## config.mk

```make
export PLATFORM = sky130hd
export DESIGN_NAME = mmc_spi_master
export DESIGN_NICKNAME = d
export VERILOG_FILES = /design/src/rtl/mmc_spi_pkg.sv /design/src/rtl/mmc_crc7.sv /design/src/rtl/mmc_spi_master.sv
export SDC_FILE = /design/constraint.sdc
export NUM_CORES = 1
export LEC_CHECK = 0
export CORE_AREA = 2 2 63 124
export DETAILED_ROUTE_END_ITERATION = 10
export DIE_AREA = 0 0 65 126
export HOLD_SLACK_MARGIN = 0.02
export PLACE_DENSITY = 0.63
export REMOVE_ABC_BUFFERS = 1
export SLEW_MARGIN = 20
export SYNTH_ARGS = -nofsm -noshare
export SYNTH_HDL_FRONTEND = slang
export SYNTH_SLANG_ARGS = --single-unit
```

## constraint.sdc

```tcl
create_clock -name clk_sys -period 2.75 [get_ports clk_sys]
set_input_delay 0.55 -clock clk_sys [delete_from_list [all_inputs] [get_ports clk_sys]]
set_output_delay 0.55 -clock clk_sys [all_outputs]
set_load 0.005 [all_outputs]
```

## src/rtl/mmc_spi_pkg.sv

```systemverilog
// Shared types and constants for the SPI-mode MMC/SD initiator.
// Holds the FSM encoding, the CRC7 polynomial and default dividers.
package mmc_spi_pkg;

    typedef enum logic [1:0] {
        ST_IDLE,
        ST_LOW,
        ST_HIGH,
        ST_DONE
    } state_e;

    localparam logic [6:0] CRC7_POLY = 7'h09;

    localparam int unsigned SLOW_DIV_DEF = 26;
    localparam int unsigned FAST_DIV_DEF = 0;

    localparam int CNT_W = 16;

endpackage

```

## src/rtl/mmc_crc7.sv

```systemverilog
// Serial CRC7 (x^7+x^3+1, init 0) over the transmitted bit stream.
// A clear takes priority over a bit update in the same cycle.
module mmc_crc7
    import mmc_spi_pkg::*;
(
    input  logic       clk_sys,
    input  logic       reset_n,
    input  logic       clr,
    input  logic       en,
    input  logic       din,
    output logic [6:0] crc
);

    logic [6:0] crc_q;
    logic [6:0] crc_d;
    logic       fb;

    always_comb begin
        fb    = crc_q[6] ^ din;
        crc_d = crc_q;
        if (clr) begin
            crc_d = 7'h00;
        end else if (en) begin
            crc_d = {crc_q[5:0], 1'b0} ^ (fb ? CRC7_POLY : 7'h00);
        end
    end

    always_ff @(posedge clk_sys or negedge reset_n) begin
        if (!reset_n) begin
            crc_q <= 7'h00;
        end else begin
            crc_q <= crc_d;
        end
    end

    assign crc = crc_q;

endmodule

```

## src/rtl/mmc_spi_master.sv

```systemverilog
// SPI mode 0 byte initiator for MMC/SD with slow init and fast data clocks.
// Define MMC_SPI_CRC7_EN to add the crc_clr/crc7 command CRC generator.
module mmc_spi_master
    import mmc_spi_pkg::*;
#(
    parameter int unsigned SLOW_DIV = SLOW_DIV_DEF,
    parameter int unsigned FAST_DIV = FAST_DIV_DEF
) (
    input  logic       clk_sys,
    input  logic       reset_n,
    input  logic       speed_fast,
    input  logic       cs_assert,
    input  logic       tx_valid,
    output logic       tx_ready,
    input  logic [7:0] tx_data,
    output logic       rx_valid,
    output logic [7:0] rx_data,
    output logic       busy,
    output logic       mmc_sck,
    output logic       mmc_mosi,
    output logic       mmc_cs,
    input  logic       mmc_miso
`ifdef MMC_SPI_CRC7_EN
    ,
    input  logic       crc_clr,
    output logic [6:0] crc7
`endif
);

    localparam logic [CNT_W-1:0] SLOW_LD = CNT_W'(SLOW_DIV);
    localparam logic [CNT_W-1:0] FAST_LD = CNT_W'(FAST_DIV);

    state_e           state_q, state_d;
    logic [CNT_W-1:0] cnt_q, cnt_d;
    logic [CNT_W-1:0] div_q, div_d;
    logic [2:0]       bit_q, bit_d;
    logic [6:0]       tx_sr_q, tx_sr_d;
    logic [7:0]       rx_sr_q, rx_sr_d;
    logic [7:0]       rxd_q, rxd_d;
    logic             sck_q, sck_d;
    logic             mosi_q, mosi_d;
    logic             cs_q, cs_d;
    logic             rxv_q, rxv_d;
    logic             accept;
    logic             cnt_zero;

    // Ready drops for the rx_valid cycle so back-to-back bytes get a wider gap.
    assign tx_ready = (state_q == ST_IDLE) & ~rxv_q;
    assign busy     = (state_q != ST_IDLE);
    assign accept   = tx_valid & tx_ready;
    assign cnt_zero = (cnt_q == '0);

    always_ff @(posedge clk_sys or negedge reset_n) begin
        if (!reset_n) begin
            state_q <= ST_IDLE;
        end else begin
            state_q <= state_d;
        end
    end

    always_comb begin
        state_d = state_q;
        unique case (state_q)
            ST_IDLE: if (accept) state_d = ST_LOW;
            ST_LOW:  if (cnt_zero) state_d = ST_HIGH;
            ST_HIGH: begin
                if (cnt_zero) begin
                    state_d = (bit_q == 3'd0) ? ST_DONE : ST_LOW;
                end
            end
            ST_DONE: state_d = ST_IDLE;
            default: state_d = ST_IDLE;
        endcase
    end

    always_comb begin
        cnt_d   = cnt_q;
        div_d   = div_q;
        bit_d   = bit_q;
        tx_sr_d = tx_sr_q;
        rx_sr_d = rx_sr_q;
        rxd_d   = rxd_q;
        sck_d   = sck_q;
        mosi_d  = mosi_q;
        cs_d    = cs_q;
        rxv_d   = 1'b0;
        unique case (state_q)
            ST_IDLE: begin
                cs_d   = ~cs_assert;
                mosi_d = 1'b1;
                if (accept) begin
                    tx_sr_d = tx_data[6:0];
                    mosi_d  = tx_data[7];
                    bit_d   = 3'd7;
                    div_d   = speed_fast ? FAST_LD : SLOW_LD;
                    cnt_d   = speed_fast ? FAST_LD : SLOW_LD;
                end
            end
            ST_LOW: begin
                if (cnt_zero) begin
                    sck_d   = 1'b1;
                    rx_sr_d = {rx_sr_q[6:0], mmc_miso};
                    cnt_d   = div_q;
                end else begin
                    cnt_d = cnt_q - 1'b1;
                end
            end
            ST_HIGH: begin
                if (cnt_zero) begin
                    sck_d = 1'b0;
                    if (bit_q != 3'd0) begin
                        mosi_d  = tx_sr_q[6];
                        tx_sr_d = {tx_sr_q[5:0], 1'b0};
                        bit_d   = bit_q - 3'd1;
                        cnt_d   = div_q;
                    end
                end else begin
                    cnt_d = cnt_q - 1'b1;
                end
            end
            ST_DONE: begin
                rxv_d  = 1'b1;
                rxd_d  = rx_sr_q;
                mosi_d = 1'b1;
            end
            default: ;
        endcase
    end

    always_ff @(posedge clk_sys or negedge reset_n) begin
        if (!reset_n) begin
            cnt_q   <= '0;
            div_q   <= '0;
            bit_q   <= 3'd0;
            tx_sr_q <= 7'h00;
            rx_sr_q <= 8'h00;
            rxd_q   <= 8'h00;
            sck_q   <= 1'b0;
            mosi_q  <= 1'b1;
            cs_q    <= 1'b1;
            rxv_q   <= 1'b0;
        end else begin
            cnt_q   <= cnt_d;
            div_q   <= div_d;
            bit_q   <= bit_d;
            tx_sr_q <= tx_sr_d;
            rx_sr_q <= rx_sr_d;
            rxd_q   <= rxd_d;
            sck_q   <= sck_d;
            mosi_q  <= mosi_d;
            cs_q    <= cs_d;
            rxv_q   <= rxv_d;
        end
    end

    assign mmc_sck  = sck_q;
    assign mmc_mosi = mosi_q;
    assign mmc_cs   = cs_q;
    assign rx_valid = rxv_q;
    assign rx_data  = rxd_q;

`ifdef MMC_SPI_CRC7_EN
    logic crc_en;
    // CRC sees the bit on MOSI at the rising edge, the same moment MISO is sampled.
    assign crc_en = (state_q == ST_LOW) & cnt_zero;

    mmc_crc7 u_crc7 (
        .clk_sys (clk_sys),
        .reset_n (reset_n),
        .clr     (crc_clr),
        .en      (crc_en),
        .din     (mosi_q),
        .crc     (crc7)
    );
`endif

endmodule

```

### After elaboration in Yosys (flattened, before gate mapping)

Index checks and enable logic that the tools add are counted.

| operators by class | value |
|---|---|
| add/subtract/negate cells | 2 |
| equality and inequality tests | 8 |
| mux-type cells | 27 |
| bitwise gates (word level) | 4 |
| reductions and logical operators | 16 |

Operators by type and width:

| kind | count |
|---|---|
| 2-to-1 mux 16 bit | 4 |
| one-hot mux 16 bit (3 select lines) | 1 |
| 2-to-1 mux 7 bit | 3 |
| zero test 16 bit | 1 |
| subtractor 16 x 1 -> 16 bit (second input constant) | 1 |
| one-hot mux 7 bit (2 select lines) | 1 |
| AND reduction 3 bit | 4 |
| 2-to-1 mux 3 bit | 3 |
| nonzero test 3 bit | 3 |
| 2-to-1 mux 2 bit | 4 |
| != test 2 bit (second input constant) | 4 |
| one-hot mux 2 bit (4 select lines) | 1 |
| 2-to-1 mux 1 bit | 6 |
| one-hot mux 3 bit (2 select lines) | 1 |
| nonzero test 2 bit | 3 |
| 2-to-1 mux 5 bit | 1 |
| equality test 2 bit (second input constant) | 2 |
| AND reduction 2 bit | 2 |
| AND reduction 4 bit | 1 |
| zero test 3 bit | 1 |
| != test 3 bit (second input constant) | 1 |
| one-hot mux 1 bit (3 select lines) | 1 |
| subtractor 3 x 1 -> 3 bit (second input constant) | 1 |
| AND 1 bit | 2 |
| other kinds (4) | 5 |

| storage, ports and cells | value |
|---|---|
| register bits | 64 |

### Logic depth before layout (Yosys ltp)

Gate-level depths: netlist (run 1).

| depth | value |
|---|---|
| depth after elaboration | 5 |
| mapped depth | 8 |
| mapped depth without buffers | 7 |

### Worst setup path after synthesis (run 1)

Ideal clock, no wire load.

| timing path | value |
|---|---|
| kind | register -> register |
| start point | reg cnt_q[0] |
| end point | reg tx_sr_q[0] |
| setup time | 0.125 ns |
| arrival time | 1.973 ns |
| required time | 2.625 ns |
| setup slack | 0.652 ns |
| cell stages (with the launch flop) | 9 |
| buffers on the path | 1 |
| clock period less this slack | 2.098 ns |
| cells stage by stage | dfrtp_1 > inv_1 > ha_1 > nor4b_4 > nand4_4 > o21ai_4 > o211a_1 > buf_6 > mux2_4 |

| on the way | value |
|---|---|
| word-level cells in the longest chain between the ends | 3 |

RTL lines:

| what | RTL line | text |
|---|---|---|
| start: declaration | mmc_spi_master.sv:34 | `logic [CNT_W-1:0] cnt_q, cnt_d;` |
| start signal: assignment | mmc_spi_master.sv:143 | `cnt_q <= cnt_d;` |
| zero test 16 bit | mmc_spi_master.sv:51 | `assign cnt_zero = (cnt_q == '0);` |
| != test 2 bit (no line) | n/a |  |
| AND reduction 4 bit (no line) | n/a |  |
| end signal: assignment | mmc_spi_master.sv:146 | `tx_sr_q <= tx_sr_d;` |
| end: declaration | mmc_spi_master.sv:37 | `logic [6:0] tx_sr_q, tx_sr_d;` |

Every way passes these cells.
A chain may end at the register's enable or synchronous reset.

### Worst setup path after layout (run 1)

| timing path | value |
|---|---|
| start point | reg cnt_q[0] |
| end point | reg tx_sr_q[6] |

Same word-level chain as after synthesis.

==> results.cfg, run 1 <==
[run_status]
status = finished, final reports clean

[global_route]
number_of_antenna_violations_at_the_first_check_in_global_routing = 0
gr-usage-all-layers_pct = 14.6
met1_usage_pct = 15.5
grt_pass1_vias = 2002
globalRouteOverflowTotal = 0
busiest_layer = met2
global_route.usage.met3_pct = 2.05
grt_first_pass_wirelength_um = 9290
groute.layer.met2.usage_pct = 26.3
maximum_number_of_pins_on_one_net_before_global_route_repair = 33

[sta]
slew_headroom_pct = 53.2
final-hold-violation-count = 0
clock_skew_ns = 0.00806
period_share_pct = 90.1
fin_crit_ns = 2.48
worst_slew_pin_slew_ns = 0.702
setup_viol_count_final = 0
fin_worst_hold_slack_ns = 0.300
slew_viol_final = 0
postLayoutSetupSlackWorst_ns = 0.271
final.setup.tns_ns = 0
rsz0062_at_grt = no
fmaxAchievable_mhz = 403

[floorplan]
pin_count = 28
fp.coreArea_um2 = 7210
fp.dieH_um = 126
design.die.area_um2 = 8190
initial_utilization_pct = 35.3
rows = 44
die_w_um = 65

[synthesis]
syn-cell-area_um2 = 2550
synthArstFlopShare_pct = 100
yosys.area.top_type_share_pct = 46.1
synth_cell_types = 49
synth_edf_count = 0
yosys_warnings = 0
part_of_the_yosys_area_used_for_sequential_elements_pct = 48.2
netlist.top_cell.by_area = sky130_fd_sc_hd__dfrtp_1
synthCells = 230
synth-seq-cells = 49
synthesis.area_per_instance_um2 = 11.1
synth.top_cells.by_area = sky130_fd_sc_hd__dfrtp_1 (46%), sky130_fd_sc_hd__mux2_2 (10%), sky130_fd_sc_hd__o21ai_0 (4.3%)
synth_top_flop_cell = sky130_fd_sc_hd__dfrtp_1

[worst_setup_path]
worst_setup_path_end_kind = flip-flop
startpoint_type = flip-flop
required_ns = 2.92
r2r_end = tx_sr_q[6]
timing.critical_path.buf_inv = 1
crit_path_max_fanout = 10
reg2reg_slack_ns = 0.27
crit_path_end = tx_sr_q[6]
worstSetupPathType = reg -> reg
worst_r2r_path_depth = 7
worst_path_dominant_cell_family = compound AO/OA/AOI/OAI gates
worstSetupStartpoint = cnt_q[0]
critPathArrivalTime_ns = 2.65
worst-path-stages = 7
delay_contributed_by_the_slowest_stage_of_the_critical_path_ns = 0.49
critical_path.reg2reg.startpoint = cnt_q[0]
slowest_stage = sky130_fd_sc_hd__o211a_1
crit_path_cell_trace = inv_1 -> ha_1 -> nor4b_4 -> nand4_4 -> o21ai_4 -> o211a_1 -> mux2_4

[pwr]
share_seq_of_total_power_pct = 32.0
clock_power_share_pct = 18.1
switching_power_mw = 1.58
p_sw_share_pct = 40.5
irDropWorstVdd_mv = 0.646
power.static_leakage_nw = 1.32
power.combinational.fraction_pct = 49.9
internal_power_mw = 2.32
cellPowerDensity_nw_per_um2 = 1270

[layout]
finalNetCount = 280
final_layout_size_suffix_gt1_share_pct = 20.5
num_antenna_cells = 0
final_util_pct = 42.6
area_of_all_placed_cells_without_fillers_um2 = 3070
flow.area_growth_from_synthesis_pct = 20.4

[drt]
drc_errors = 0
via_per_inst = 5.29
dr_total_vias = 1858
drt_iter0_markers = 34
antenna_left = 0
postRouteWirelength_um = 5350
detail_route.wl_per_cell_um = 15.2
drtPass1Iterations = 4

[clock_network]
cts_inserted_buffers = 5
post_cts_resized = 0
clk_root_buffer_cell = sky130_fd_sc_hd__clkbuf_16
clk_latency_ns = 0.29
tritoncts = built
cts_htree_levels = 2
clkSinkCount = 49
post-cts-setup-buffers = 0
cts.clk_slew.worst_paths_ns = 0.07
hold_buffer_count_at_cts = 0
cts.path.max_buffers = 2

[worst_hold_path]
hp-class = in -> async

[job]
max_cap_violations = 0

[placement]
port_buffers = 27
globalplace.congestion = 0.863
postPlaceCellArea_um2 = 2900
detailedPlace.worstSlack_ns = 0.250
dp_hpwl_um = 4020
-- Yosys cell counts (all sizes together) (4+ instances only) --
library cell	instances
nor2	12
nor3	6
dfrtp	47
or3	4
nor4	7
clkbuf	5
nand4	4
nand2	16
o21a	4
a21oi	12
inv	11
ha	8
mux2	30
o21ai	26
-- per-layer routing --
layer | wire length [um] | share of wire [%]
met5 | 0 | 0
met4 | 202 | 3.8
met3 | 131 | 2.4
met2 | 2940 | 55
met1 | 2070 | 39
-- final cells by class --
type / instances / area (um2)
Fill cell: 673 / 4140
Sequential cell: 49 / 1230
Multi-Input combinational cell: 161 / 1230
Timing Repair Buffer: 29 / 280
Clock buffer: 5 / 125
Tap cell: 92 / 115
Clock inverter: 3 / 46.3
Inverter: 12 / 45.0
-- flip-flops by register name, indices dropped and copies added, names as in the netlist --
| register | count |
|---|---|
| bit_q | 3 |
| cnt_q | 16 |
| div_q | 1 |
| mmc_cs | 1 |
| mmc_mosi | 1 |
| mmc_sck | 1 |
| rx_data | 8 |
| rx_sr_q | 8 |
| rx_valid | 1 |
| state_q | 2 |
| tx_sr_q | 7 |
-- through the flow --
| stage | instances | power (mW) |
|---|---|---|
| after floorplan | 222 | 2.61 |
| after global placement | 343 | 3.17 |
| after detailed placement | 343 | 3.20 |
| after CTS | 351 | 3.93 |
| after global routing | 351 | 4.20 |
| final | 351 | 3.89 |
-- placed cells by master, fill, tap and decap left out, types with 3 or more instances in the layout --
cell type	Yosys	final
sky130_fd_sc_hd__mux2_2	23	23
sky130_fd_sc_hd__nand4_1	3	3
sky130_fd_sc_hd__mux2_4	7	7
sky130_fd_sc_hd__a21oi_1	12	12
sky130_fd_sc_hd__nor3_1	6	6
sky130_fd_sc_hd__nor4_1	5	5
sky130_fd_sc_hd__inv_1	11	11
sky130_fd_sc_hd__o21a_1	4	4
sky130_fd_sc_hd__clkbuf_16	0	5
sky130_fd_sc_hd__dfrtp_1	47	47
sky130_fd_sc_hd__nand2_1	15	15
sky130_fd_sc_hd__nor2_1	12	12
sky130_fd_sc_hd__o21ai_0	22	22
sky130_fd_sc_hd__ha_1	8	8
sky130_fd_sc_hd__clkdlybuf4s50_1	0	26
sky130_fd_sc_hd__or3_1	3	3
sky130_fd_sc_hd__a31oi_1	3	3
sky130_fd_sc_hd__nand3_1	3	3
-- worst min path at each step --
| stage | depth (start not counted) | end | slack, ns |
|---|---|---|---|
| floorplan | 0 | bit_q[0] | 0.25 |
| CTS | 1 | rx_sr_q[6] | 0.32 |
| detailed placement | 2 | div_q[3] | 0.47 |
| global route | 1 | rx_sr_q[7] | 0.36 |
| finish | 1 | rx_sr_q[7] | 0.30 |
| global placement | 2 | div_q[3] | 0.47 |
-- worst reg2reg max path: stages (launching register included) --
cell	delay (ns)
sky130_fd_sc_hd__dfrtp_1	0.41
sky130_fd_sc_hd__inv_1	0.07
sky130_fd_sc_hd__ha_1	0.22
sky130_fd_sc_hd__nor4b_4	0.42
sky130_fd_sc_hd__nand4_4	0.18
sky130_fd_sc_hd__o21ai_4	0.22
sky130_fd_sc_hd__o211a_1	0.49
sky130_fd_sc_hd__mux2_4	0.34
-- power by group through the flow --
stage | Combinational [mW] | Clock, mW | Sequential (mW)
after floorplan | 1.42 | 0 | 1.19
after global placement | 1.92 | 0 | 1.25
after detailed placement | 1.95 | 0 | 1.25
after CTS | 1.96 | 0.722 | 1.24
after global routing | 2.16 | 0.748 | 1.29
final | 1.94 | 0.706 | 1.25
-- cells by family after synthesis --
group / after synthesis / share of synthesized area (%)
compound gates: 58 / 14.5
fa+ha+maj: 8 / 3.93
buf+inv: 20 / 3.58
flops: 49 / 48.2
mux: 30 / 14.3
simple gates: 65 / 15.5
(Power assumes the default switching activity.)
==> run 2, diff against run 1 <==
ABC_CLOCK_PERIOD_IN_PS = 2750   (was not set)
==> results of run 2 <==
The final DEF is identical to that of run 1; final timing and power are the same.
